==> config.mk <==
export PLATFORM = sky130hd
export DESIGN_NAME = tdl_thermo_encoder
export DESIGN_NICKNAME = d
export VERILOG_FILES = /design/src/rtl/tdl_thermo_encoder.sv
export SDC_FILE = /design/constraint.sdc
export NUM_CORES = 1
export LEC_CHECK = 0
export CORE_ASPECT_RATIO = 0.7
export CORE_MARGIN = 2
export CORE_UTILIZATION = 57
export CTS_CLUSTER_DIAMETER = 30
export DETAILED_ROUTE_END_ITERATION = 16
export GPL_TIMING_DRIVEN = 0
export PLACE_DENSITY = 0.82
export REMOVE_ABC_BUFFERS = 1
export SLEW_MARGIN = 40
export SYNTH_ARGS = -nofsm -noshare
export SYNTH_HDL_FRONTEND = slang
export SYNTH_SLANG_ARGS = --single-unit
==> constraint.sdc <==
create_clock -name clk -period 4.3 [get_ports clk]
set_clock_uncertainty 0.15 [all_clocks]
set_input_delay 1.075 -clock clk [delete_from_list [all_inputs] [get_ports clk]]
set_output_delay 1.075 -clock clk [all_outputs]
set_load 0.005 [all_outputs]
==> src/rtl/tdl_thermo_encoder.sv <==
// -----------------------------------------------------------------------------
// tdl_thermo_encoder
//
// Consumes the registered thermometer snapshot of a tapped delay line and
// detects a hit. Each hit produces one {coarse, fine} timestamp on a
// valid/ready interface toward the readout FIFO.
//   - coarse: free-running counter that advances while en=1
//   - fine  : position of the signal edge inside the delay line (0..TAPS)
//
// Configuration macro:
//   TDL_BUBBLE_FIX_EN  defined   -> fine = popcount of the snapshot (bubble tolerant)
//                      undefined -> fine = run of ones from tap 0 upward
//
// Ports:
//   clk       in   sampling clock, same clock as the delay-line flops
//   rst_n     in   synchronous reset, active low
//   en        in   delay-line enable (same signal as the AND chain enable)
//   taps      in   TAPS-wide thermometer snapshot, tap 0 = first chain element
//   ts_data   out  {coarse, fine} timestamp
//   ts_valid  out  timestamp pending
//   ts_ready  in   consumer accepts when ts_valid && ts_ready
//   ovf       out  sticky: a hit was dropped because the output was occupied
//   ovf_clr   in   clears ovf; a drop in the same cycle wins
// -----------------------------------------------------------------------------
module tdl_thermo_encoder #(
    parameter  int TAPS     = 4,
    parameter  int COARSE_W = 16,
    parameter  int HOLDOFF  = 2,
    localparam int FINE_W   = $clog2(TAPS + 1)
) (
    input  logic                       clk,
    input  logic                       rst_n,
    input  logic                       en,
    input  logic [TAPS-1:0]            taps,
    output logic [COARSE_W+FINE_W-1:0] ts_data,
    output logic                       ts_valid,
    input  logic                       ts_ready,
    output logic                       ovf,
    input  logic                       ovf_clr
);

    // Hold counter only needs to represent 0..HOLDOFF-1; keep at least one bit.
    localparam int HC_W = (HOLDOFF > 1) ? $clog2(HOLDOFF) : 1;

    typedef enum logic [1:0] {
        WAIT_CLEAR = 2'd0,
        ARMED      = 2'd1,
        HOLD       = 2'd2
    } state_t;

    logic [TAPS-1:0]            r_tap_q;
    logic [COARSE_W-1:0]        r_coarse;
    state_t                     r_state;
    state_t                     w_state_nxt;
    logic [HC_W-1:0]            r_hold_cnt;
    logic [HC_W-1:0]            w_hold_cnt_nxt;
    logic                       w_hit;
    logic [FINE_W-1:0]          w_fine;
    logic                       w_load;
    logic                       w_drop;
    logic                       w_accept;
    logic [COARSE_W+FINE_W-1:0] r_ts_data;
    logic                       r_ts_valid;
    logic                       r_ovf;

    // -------------------------------------------------------------------------
    // Retiming stage and coarse counter
    // -------------------------------------------------------------------------
    // NOTE: sequential state uses non-blocking assignments so every register
    // samples the pre-edge values of the others, independent of block order.
    always_ff @(posedge clk) begin
        if (!rst_n) begin
            r_tap_q  <= '0;
            r_coarse <= '0;
        end else begin
            r_tap_q <= taps;
            if (en) begin
                r_coarse <= r_coarse + COARSE_W'(1);
            end
        end
    end

    // -------------------------------------------------------------------------
    // Fine position encoder (single cycle, purely combinational on r_tap_q)
    // -------------------------------------------------------------------------
`ifdef TDL_BUBBLE_FIX_EN
    // Popcount: an isolated zero inside the run still counts the ones above it.
    always_comb begin
        w_fine = '0;
        for (int i = 0; i < TAPS; i++) begin
            w_fine = w_fine + FINE_W'(r_tap_q[i]);
        end
    end
`else
    logic w_run;

    // Length of the unbroken run of ones starting at tap 0.
    always_comb begin
        w_fine = '0;
        w_run  = 1'b1;
        for (int i = 0; i < TAPS; i++) begin
            if (w_run && r_tap_q[i]) begin
                w_fine = w_fine + FINE_W'(1);
            end else begin
                w_run = 1'b0;
            end
        end
    end
`endif

    // -------------------------------------------------------------------------
    // Hit-detection FSM
    // -------------------------------------------------------------------------
    always_ff @(posedge clk) begin
        if (!rst_n) begin
            r_state    <= WAIT_CLEAR;
            r_hold_cnt <= '0;
        end else begin
            r_state    <= w_state_nxt;
            r_hold_cnt <= w_hold_cnt_nxt;
        end
    end

    // NOTE: every output of this block gets a default first, so no path can
    // leave a signal unassigned and infer a latch.
    always_comb begin
        w_state_nxt    = r_state;
        w_hold_cnt_nxt = r_hold_cnt;
        w_hit          = 1'b0;
        case (r_state)
            // Re-arm only once the line has fully drained.
            WAIT_CLEAR: begin
                if (en && (r_tap_q == '0)) begin
                    w_state_nxt = ARMED;
                end
            end
            ARMED: begin
                if (!en) begin
                    w_state_nxt = WAIT_CLEAR;
                end else if (r_tap_q[0]) begin
                    w_hit          = 1'b1;
                    w_state_nxt    = HOLD;
                    w_hold_cnt_nxt = HC_W'(HOLDOFF - 1);
                end
            end
            // Dead time ignores en; it runs for exactly HOLDOFF cycles.
            HOLD: begin
                if (r_hold_cnt == '0) begin
                    w_state_nxt = WAIT_CLEAR;
                end else begin
                    w_hold_cnt_nxt = r_hold_cnt - HC_W'(1);
                end
            end
            default: begin
                w_state_nxt = WAIT_CLEAR;
            end
        endcase
    end

    // -------------------------------------------------------------------------
    // Output register: single-entry slot with overflow flag
    // -------------------------------------------------------------------------
    assign w_accept = r_ts_valid && ts_ready;
    // A hit may reuse the slot in the very cycle it is being drained.
    assign w_load   = w_hit && (!r_ts_valid || ts_ready);
    assign w_drop   = w_hit && r_ts_valid && !ts_ready;

    // NOTE: the timestamp register is reset along with valid, so a pending
    // timestamp is discarded and ts_data reads zero after reset.
    always_ff @(posedge clk) begin
        if (!rst_n) begin
            r_ts_data  <= '0;
            r_ts_valid <= 1'b0;
            r_ovf      <= 1'b0;
        end else begin
            if (w_load) begin
                r_ts_data  <= {r_coarse, w_fine};
                r_ts_valid <= 1'b1;
            end else if (w_accept) begin
                r_ts_valid <= 1'b0;
            end

            if (w_drop) begin
                r_ovf <= 1'b1;
            end else if (ovf_clr) begin
                r_ovf <= 1'b0;
            end
        end
    end

    assign ts_data  = r_ts_data;
    assign ts_valid = r_ts_valid;
    assign ovf      = r_ovf;

endmodule
==> reports/results.txt, run 1 <==
Final ANT Viol Nets - 0
Setup crit start kind - input port
Minimum clock period - 2.82 ns
PwrDens - 327 nW/um^2
Grt total ovfl - 0
Slew headroom - 52.6%
Setup TNS Final - 0 ns
Ranking of synthesized cells by area - dfxtp_1, nand2_1, a21boi_0
Area leader, netlist - dfxtp_1
CTS Hold Buffers Added - 0
Clock Tree Buf Depth - 2
Clock sinks - 44
Diode count - 0
Hold Crit Class - reg -> reg
Worst Path Max Fanout - 18
Iteration-0 DRC Markers - 76
Synth Instances - 206
Yosys top cell area share - 45.6%
Final Hold Viols - 0
Yosys warns - 0
Initial antenna violation count - 0
H-tree levels - 2
M1 WL - 1770 um
Seq cells post-synth - 44
Post-synth EDFFs - 0
Cts repair resizes - 0
RSZ-0062 raised after global routing - false
Routed wire per std cell - 13.1 um
Final setup viols - 0
Syn_area_per_cell - 9.37 sq um
Layout cells sized above 1 - 7.76%
Design area - 2310 sq um
P&R area growth vs syn - 19.8%
DR pass1 iterations - 4
GR Util All Layers - 21.1%
Crit path DAT - 2.88 ns
Slew @ Worst Pin - 0.707 ns
Nets - 243
Max cap viols - 0
Dpl hpwl - 2460 um
Fillers - 235
DR vias - 1427
Cell Area, Synth - 1930 sq um
Crit path kind - in -> reg
Post-route DRC - 0
Die height - 52.7 um
Status - finished clean
Die extent in x - 73.6 um
Initial Util - 60.5%
Placer Congestion - 0.765
Core area - 3190 sq um
Vias in the first global route - 1348
DRT Wirelength - 3530 um
Post-synthesis async set-or-reset flop share - 0%
DR vias/cell - 5.29
Post-CTS setup buffer count - 0
DR WL met3 - 163 um
Buffers on Ports - 29
Cell Rows - 17
DR WL met2 - 1560 um
First-pass GRT wire length - 6060 um
Max layer used - met4
Reg clk slew, reported paths - 0.08 ns
Lkg Pwr - 0.897 nW
CTS tree - built
Sequential-to-total area share from yosys stat - 45.6%
Slew Viols, Final - 0
Worst skew pair latency - 0.29 ns
Number of buffers created by CTS - 5
Ports - 30
Final period utilization - 65.6%
Crit end category - flop
Synth cell types - 34
Largest net degree at the start of global routing - 48
Post-DP Area - 2210 sq um
CTS root buffer - clkbuf_8
CP required - 4.36 ns
Fmax achieved - 355 MHz
Synth Flop Type - dfxtp_1
Peak VDD IR - 224 uV
Total die area - 3880 sq um
-- metal layers --
layer / GRT usage [%] / up-vias
met5: 0 / -
met4: 8.79 / 0
met3: 8.27 / 2
met2: 32.7 / 34
met1: 26.2 / 661
li1: - / 730
-- critical path, stage by stage --
cell,delay [ns]
clkdlybuf4s50_1,0.70
nand4b_4,0.19
nor2b_2,0.60
nand2_1,0.10
a21boi_0,0.20
-- report_power, final --
group	internal (mW)	leakage [nW]	switching [mW]
clock	0.172	0.0552	0.134
sequential	0.412	0.356	0.00687
combinational	0.0166	0.486	0.0142
total	0.601	0.897	0.155
-- sequential cells by signal, summed over array words and instances (netlist names) --
name and cells:
ovf 1, r_coarse 16, r_hold_cnt 1, r_state 2
r_tap_q 4, ts_data 19, ts_valid 1
-- placed cells by master (no fill, tap or decap), types with 2 or more instances in the layout --
cell type and instances:
nor2_1 2, o21a_1 2, nor3_1 5, nand4_1 4, nand4_4 2, xnor2_1 6
nor2b_1 2, clkbuf_8 5, and2_1 19, ha_1 3, xor2_1 9, a21boi_0 20
mux2i_1 3, nor4_2 4, nand2b_1 2, inv_1 6, o21ai_0 2, nand2_1 43
clkdlybuf4s50_1 28, dfxtp_1 44, nand3_1 7
-- kinds of logic (layout without fill, tap and decap cells) --
group,after synthesis,after routing,share of synthesized area [%]
AND/OR/NAND/NOR,96,96,28.9
flip-flops,44,44,45.6
AO/OA/AOI/OAI,28,28,10.9
buffers and inverters,17,43,4.28
XOR/XNOR,15,15,6.81
adder cells (fa/ha/maj),3,3,1.94
multiplexers,3,3,1.56
-- Yosys cell counts (all sizes together) (3+ instances only) --
| cell | instances |
|---|---|
| nand2b | 3 |
| ha | 3 |
| and2 | 19 |
| clkbuf | 5 |
| nor2b | 3 |
| a21boi | 21 |
| xnor2 | 6 |
| nor4 | 4 |
| xor2 | 9 |
| mux2i | 3 |
| dfxtp | 44 |
| nand2 | 43 |
| nor3 | 5 |
| nand4 | 6 |
| inv | 6 |
| nand3 | 7 |
| buf | 6 |
-- cell type report --
class	count	area (sq um)	share of cell area [%]
Inverter	6	22.5	0.973
Clock inverter	2	35.0	1.51
Timing Repair Buffer	29	285	12.3
Tap cell	38	47.5	2.06
Multi-Input combinational cell	145	970	41.9
Clock buffer	6	72.6	3.14
Sequential cell	44	881	38.1
-- through the flow --
stage	setup WS, ns	total power, mW	util [%]	hold WS [ns]	cells
2_1_floorplan	1.87	0.442	-	0.300	195
3_3_place_gp	0.884	0.457	69.2	0.292	262
3_5_place_dp	1.15	0.459	69.1	0.309	262
4_1_cts	1.47	0.760	72.5	0.321	270
5_1_grt	1.32	0.782	72.5	0.344	270
6_report	1.48	0.756	72.5	0.316	270
-- worst paths after layout --
path,to,cells after the start,from,slack (ns)
setup / recovery,ts_data[8],5,en,1.48
hold / removal,ts_data[11],2,ts_data[11],0.32
setup reg to reg,ts_data[1],9,r_tap_q[0],2.23
hold reg to reg,ts_data[11],2,ts_data[11],0.32
Note: power is estimated with default switching activity, not from simulation.
==> run 2: changes to the inputs <==
--- a/config.mk
+++ b/config.mk
@@ -7,11 +7,11 @@
 export LEC_CHECK = 0
 export CORE_ASPECT_RATIO = 0.7
 export CORE_MARGIN = 2
-export CORE_UTILIZATION = 57
+export CORE_UTILIZATION = 47
 export CTS_CLUSTER_DIAMETER = 30
 export DETAILED_ROUTE_END_ITERATION = 16
 export GPL_TIMING_DRIVEN = 0
-export PLACE_DENSITY = 0.82
+export PLACE_DENSITY = 0.72
 export REMOVE_ABC_BUFFERS = 1
 export SLEW_MARGIN = 40
 export SYNTH_ARGS = -nofsm -noshare
==> constraint.sdc (replaced) <==
create_clock -name clk -period 2.5 [get_ports clk]
set_clock_uncertainty 0.15 [all_clocks]
set_input_delay 0.625 -clock clk [delete_from_list [all_inputs] [get_ports clk]]
set_output_delay 0.625 -clock clk [all_outputs]
set_load 0.005 [all_outputs]
==> run 2 against run 1 <==
  * Clock power grew 46%
  * Register-to-register slack worse by 1.8 ns
  * Combinational power is 69% higher
  * Clock-buffer cell count grew 2
  * Global-route usage shrank 4.4 points
  * Critical path depth is the same
  * Worst setup slack got worse by 1.2 ns
  * Flip-flop and latch count is the same
  * Non-clock buffer count unchanged
==> reports/results.txt, run 2 (synthesis gave the netlist of run 1 again) <==
Post-DP Area - 2220 sq um (+0.79%)
Total die area - 4640 sq um (+20%)
Peak VDD IR - 286 uV (+27%)
Design area - 2320 sq um (+0.22%)
Clock Tree Buf Depth - 2 (unchanged)
GR Util All Layers - 16.7% (-4.4 points)
Clock sinks - 44 (unchanged)
Crit path DAT - 2.28 ns (-0.60 ns)
Pre-CTS setup slack - -0.283 ns (-1.44 ns)
Max reg flops - 19 (unchanged)
Cell Rows - 19 (+2)
Lkg Pwr - 0.894 nW (-0.30%)
Core area - 3920 sq um (+23%)
Crit-path cells - clkdlybuf4s50_1 > nand4b_4 > nor2b_4 > nand2_1 > a21boi_0
Worst Path Buf+Inv - 1 (unchanged)
CP top delay family - simple AND/OR/NAND/NOR gates
Crit end category - flop
Routed wire per std cell - 12.0 um (-8.3%)
Worst Path Max Fanout - 18 (unchanged)
Hold Crit Class - reg -> reg
Largest net degree at the start of global routing - 48 (unchanged)
Grt total ovfl - 0 (unchanged)
Number of buffers created by CTS - 5 (unchanged)
Minimum clock period - 2.23 ns
Final Hold Viols - 0 (unchanged)
Buffers on Ports - 29 (unchanged)
Reg clk slew, reported paths - 0.08 ns (about the same)
Critical Path Max Stage Delay - 0.70 ns (about the same)
Crit path kind - in -> reg
Most frequent cells in the layout - dfxtp_1, nand2_1, clkdlybuf4s50_1, a21boi_0, and2_1
CP required - 2.55 ns (-1.81 ns)
Fmax achieved - 448 MHz
Slew headroom - 57.9% (+5.3 points)
Final Worst Setup Slack - 0.267 ns (-1.21 ns)
Vias in the first global route - 1305 (-3.2%)
DR vias - 1368 (-4.1%)
Seq. cell area - 881 sq um (unchanged)
Hold wc startpoint - ts_data[11]
Initial antenna violation count - 0 (unchanged)
Final core occ - 59.1% (-13 points)
DR pass1 iterations - 4 (unchanged)
Final setup viols - 0 (unchanged)
Area of the multi-input gates - 975 sq um (+0.52%)
CTS tree - built
CTS Hold Buffers Added - 0 (unchanged)
Final period utilization - 89.3%
Final ANT Viol Nets - 0 (unchanged)
Slew Viols, Final - 0 (unchanged)
Placer Congestion - 0.706 (-7.7%)
Slew @ Worst Pin - 0.632 ns (-0.0757 ns)
DR vias/cell - 4.82 (-8.9%)
PwrDens - 526 nW/um^2 (+61%)
Nets - 243 (unchanged)
Initial Util - 49.2% (-11 points)
Setup crit start kind - input port
CP max-delay cell - clkdlybuf4s50_1
Dpl hpwl - 2280 um (-7.2%)
Die height - 57.6 um (+9.4%)
CP startpoint - en
Final Power - 1.22 mW (+61%)
Reg2reg start - r_tap_q[0]
Most common cell after layout, fill and taps aside - dfxtp_1
DRT Wirelength - 3400 um (-3.6%)
RSZ-0062 raised after global routing - false
Worst skew pair latency - 0.29 ns (about the same)
CTS root buffer - clkbuf_8
Die extent in x - 80.6 um (+9.6%)
Diode count - 0 (unchanged)
P&R area growth vs syn - 20.1%
H-tree levels - 2 (unchanged)
Placed cell count - 276 (+5.3%)
Ports - 30 (unchanged)
Iteration-0 DRC Markers - 78 (+2.6%)
Max cap viols - 0 (unchanged)
Layout Cells excl Fill - 284 (+5.2%)
Status - finished clean
Fillers - 363 (+54%)
Layout cells sized above 1 - 7.33% (-0.43 points)
First-pass GRT wire length - 6020 um (-0.69%)
Post-route DRC - 0 (unchanged)
-- run 2: changes by cell type in the layout (fill, tap and decap cells not counted) --
cell / previous run / this run
bufinv_16: 1 / 0
clkbuf_8: 5 / 6
nor2b_4: 0 / 1
clkinv_2: 1 / 0
nor2b_2: 1 / 0
clkbuf_1: 1 / 2
-- run 2: power breakdown --
group	internal [mW]	switching [mW]
clock network	0.225	0.221
logic	0.0282	0.0238
registers	0.709	0.0114
-- run 2: stage by stage --
stage	setup TNS (ns)	hold slack [ns]
2_1_floorplan	0	0.300
3_3_place_gp	-10.02	0.298
3_5_place_dp	-3.81	0.296
4_1_cts	0	0.309
5_1_grt	0	0.327
6_report	0	0.309
-- run 2: worst register-to-register path, cell delays in order (launching register included) --
cell and delay [ns]:
dfxtp_1 0.46, nand2_1 0.15, inv_1 0.10, ha_1 0.25, o21a_1 0.18, ha_1 0.28
mux2i_1 0.13, a21oi_1 0.08, nand3_1 0.09, nand2_1 0.06
-- run 2: timing repair --
action / 4_1_cts / 5_1_grt
buffers inserted: 0 / 0
resized for setup: 0 / 1
setup endpoints to repair: 0 / 14
-- run 2: path summary, 6_finish.rpt --
check,end,slack [ns],depth (start not counted)
min reg2reg,ts_data[11],0.31,2
max,ts_data[8],0.27,5
min,ts_data[11],0.31,2
max reg2reg,ts_data[1],0.47,9
-- run 2: area by class of cell --
type / count / area share [%]
Tap cell: 52 / 2.81
Multi-Input combinational cell: 145 / 42.0
Sequential cell: 44 / 38.0
Clock buffer: 8 / 3.89
Inverter: 6 / 0.971
Timing Repair Buffer: 29 / 12.3
-- run 2: metal layers --
layer  track usage (%)  wire (um)
met1              24.0       1880
met2              24.6       1370
met3              6.07        127
met4              2.91         16
met5                 0          0
==> run 3: changes to the inputs <==
--- a/config.mk
+++ b/config.mk
@@ -13,6 +13,7 @@
 export GPL_TIMING_DRIVEN = 0
 export PLACE_DENSITY = 0.72
 export REMOVE_ABC_BUFFERS = 1
+export SETUP_SLACK_MARGIN = 0.05
 export SLEW_MARGIN = 40
 export SYNTH_ARGS = -nofsm -noshare
 export SYNTH_HDL_FRONTEND = slang
==> run 3 against run 2 <==
  * Cell area did not move
  * Total power hardly changed
  * Wire length up 0.24%
==> reports/results.txt, run 3 (synthesis gave the netlist of run 1 again) <==
Layout Cells excl Fill - 284 (unchanged)
Hold Crit Class - reg -> reg
Clock Tree Buf Depth - 2 (unchanged)
Lkg Pwr - 0.894 nW (unchanged)
Dpl hpwl - 2280 um (unchanged)
Switching Share - 21.0% (about the same)
Clock group share of total power - 36.6% (about the same)
Fillers - 363 (unchanged)
Status - finished clean
Crit-path cells - clkdlybuf4s50_1 > nand4b_4 > nor2b_4 > nand2_1 > a21boi_0
Worst skew pair latency - 0.29 ns (about the same)
Total die area - 4640 sq um (unchanged)
DRT Wirelength - 3410 um (+0.24%)
First-pass GRT wire length - 6030 um (+0.23%)
Switching Power - 0.257 mW (about the same)
Most frequent cells in the layout - dfxtp_1, nand2_1, clkdlybuf4s50_1, a21boi_0, and2_1
DR vias/cell - 4.85 (+0.58%)
Crit path kind - in -> reg
Iteration-0 DRC Markers - 82 (+5.1%)
H-tree levels - 2 (unchanged)
Combinational share of power - 4.3% (about the same)
Slew headroom - 57.6% (-0.31 points)
Placed cell count - 276 (unchanged)
Max reg flops - 19 (unchanged)
Final period utilization - 89.4% (+0.13 points)
Clock sinks - 44 (unchanged)
DR vias - 1376 (+0.58%)
PwrDens - 526 nW/um^2 (about the same)
Crit end category - flop
Routed wire per std cell - 12.0 um (+0.24%)
Die height - 57.6 um (unchanged)
Nets - 243 (unchanged)
Reg clk slew, reported paths - 0.08 ns (about the same)
Max cap viols - 0 (unchanged)
Final core occ - 59.1% (unchanged)
P_int - 0.962 mW (about the same)
Crit path DAT - 2.29 ns (about the same)
Placer Congestion - 0.706 (unchanged)
Most common cell after layout, fill and taps aside - dfxtp_1
Worst Path Max Fanout - 18 (unchanged)
Setup crit start kind - input port
Layout cells sized above 1 - 7.33% (unchanged)
P&R area growth vs syn - 20.1% (unchanged)
Slew @ Worst Pin - 0.636 ns (+0.00461 ns)
DR pass1 iterations - 4 (unchanged)
Number of buffers created by CTS - 5 (unchanged)
Final ANT Viol Nets - 0 (unchanged)
Minimum clock period - 2.24 ns (+0.00330 ns)
Final Power - 1.22 mW (about the same)
Final Hold Viols - 0 (unchanged)
Largest net degree at the start of global routing - 48 (unchanged)
Peak VDD IR - 286 uV (about the same)
Core area - 3920 sq um (unchanged)
CTS root buffer - clkbuf_8
Vias in the first global route - 1308 (+0.23%)
Sequential power share - 59.1% (about the same)
Cell Rows - 19 (unchanged)
Die extent in x - 80.6 um (unchanged)
Slew Viols, Final - 0 (unchanged)
Initial Util - 49.2% (unchanged)
GR Util All Layers - 16.7% (+0.033 points)
Ports - 30 (unchanged)
Buffers on Ports - 29 (unchanged)
Initial antenna violation count - 0 (unchanged)
Fmax achieved - 447 MHz (-0.15%)
CP required - 2.55 ns (about the same)
Design area - 2320 sq um (unchanged)
Final setup viols - 0 (unchanged)
Critical Path Max Stage Delay - 0.70 ns (about the same)
Post-DP Area - 2220 sq um (unchanged)
CTS tree - built
Post-CTS setup buffer count - 0 (unchanged)
Grt total ovfl - 0 (unchanged)
CP max-delay cell - clkdlybuf4s50_1
Post-route DRC - 0 (unchanged)
RSZ-0062 raised after global routing - false
Diode count - 0 (unchanged)
-- run 3: path summary, 6_finish.rpt --
path / from / to / slack (ns) / depth (start not counted)
worst max-delay path: en / ts_data[8] / 0.26 / 5
worst min-delay path: ts_data[11] / ts_data[11] / 0.31 / 2
worst max register to register: r_tap_q[0] / ts_data[1] / 0.47 / 9
worst min register to register: ts_data[11] / ts_data[11] / 0.31 / 2
-- run 3: final cells by class --
| class | count | area, sq um | area share, % |
|---|---|---|---|
| inverter | 6 | 22.5 | 0.971 |
| timing repair buffer | 29 | 285 | 12.3 |
| multi-input combinational | 145 | 975 | 42.0 |
| tap | 52 | 65.1 | 2.81 |
| sequential | 44 | 881 | 38.0 |
| clock buffer | 8 | 90.1 | 3.89 |
-- run 3: layer usage --
layer	up-vias	share of wire (%)	GRT usage [%]
met5	-	0	0
met4	0	0.47	2.91
met3	2	3.7	6.07
met2	21	40	24.9
met1	621	55	23.9
li1	732	-	-
-- run 3: repair_timing --
item                                    in CTS  in global routing
hold buffers                                 0                  0
endpoints found under the hold margin        0                  0
gates resized for setup                      1                  0
endpoints found under the setup margin       2                  0
-- run 3: metrics by stage --
step | TNS [ns] | hold WS [ns] | setup WS [ns]
floorplan | 0 | 0.300 | 0.518
global placement | -10.02 | 0.298 | -0.574
detailed placement | -3.81 | 0.296 | -0.283
CTS | 0 | 0.309 | 0.265
global route | 0 | 0.327 | 0.121
finish | 0 | 0.309 | 0.264
-- run 3: worst max-delay path, delay by kind of cell --
kind                   cells  cell delay, ns
AO/OA/AOI/OAI              1            0.20
buffers and inverters      1            0.70
AND/OR/NAND/NOR            3            0.75
-- run 3: power by group through the flow --
stage | Combinational [mW] | Clock [mW] | Sequential, mW
detailed placement | 0.0525 | 0 | 0.736
floorplan | 0.0258 | 0 | 0.734
global placement | 0.0534 | 0 | 0.737
finish | 0.0521 | 0.447 | 0.720
CTS | 0.0531 | 0.469 | 0.720
global route | 0.0596 | 0.502 | 0.722
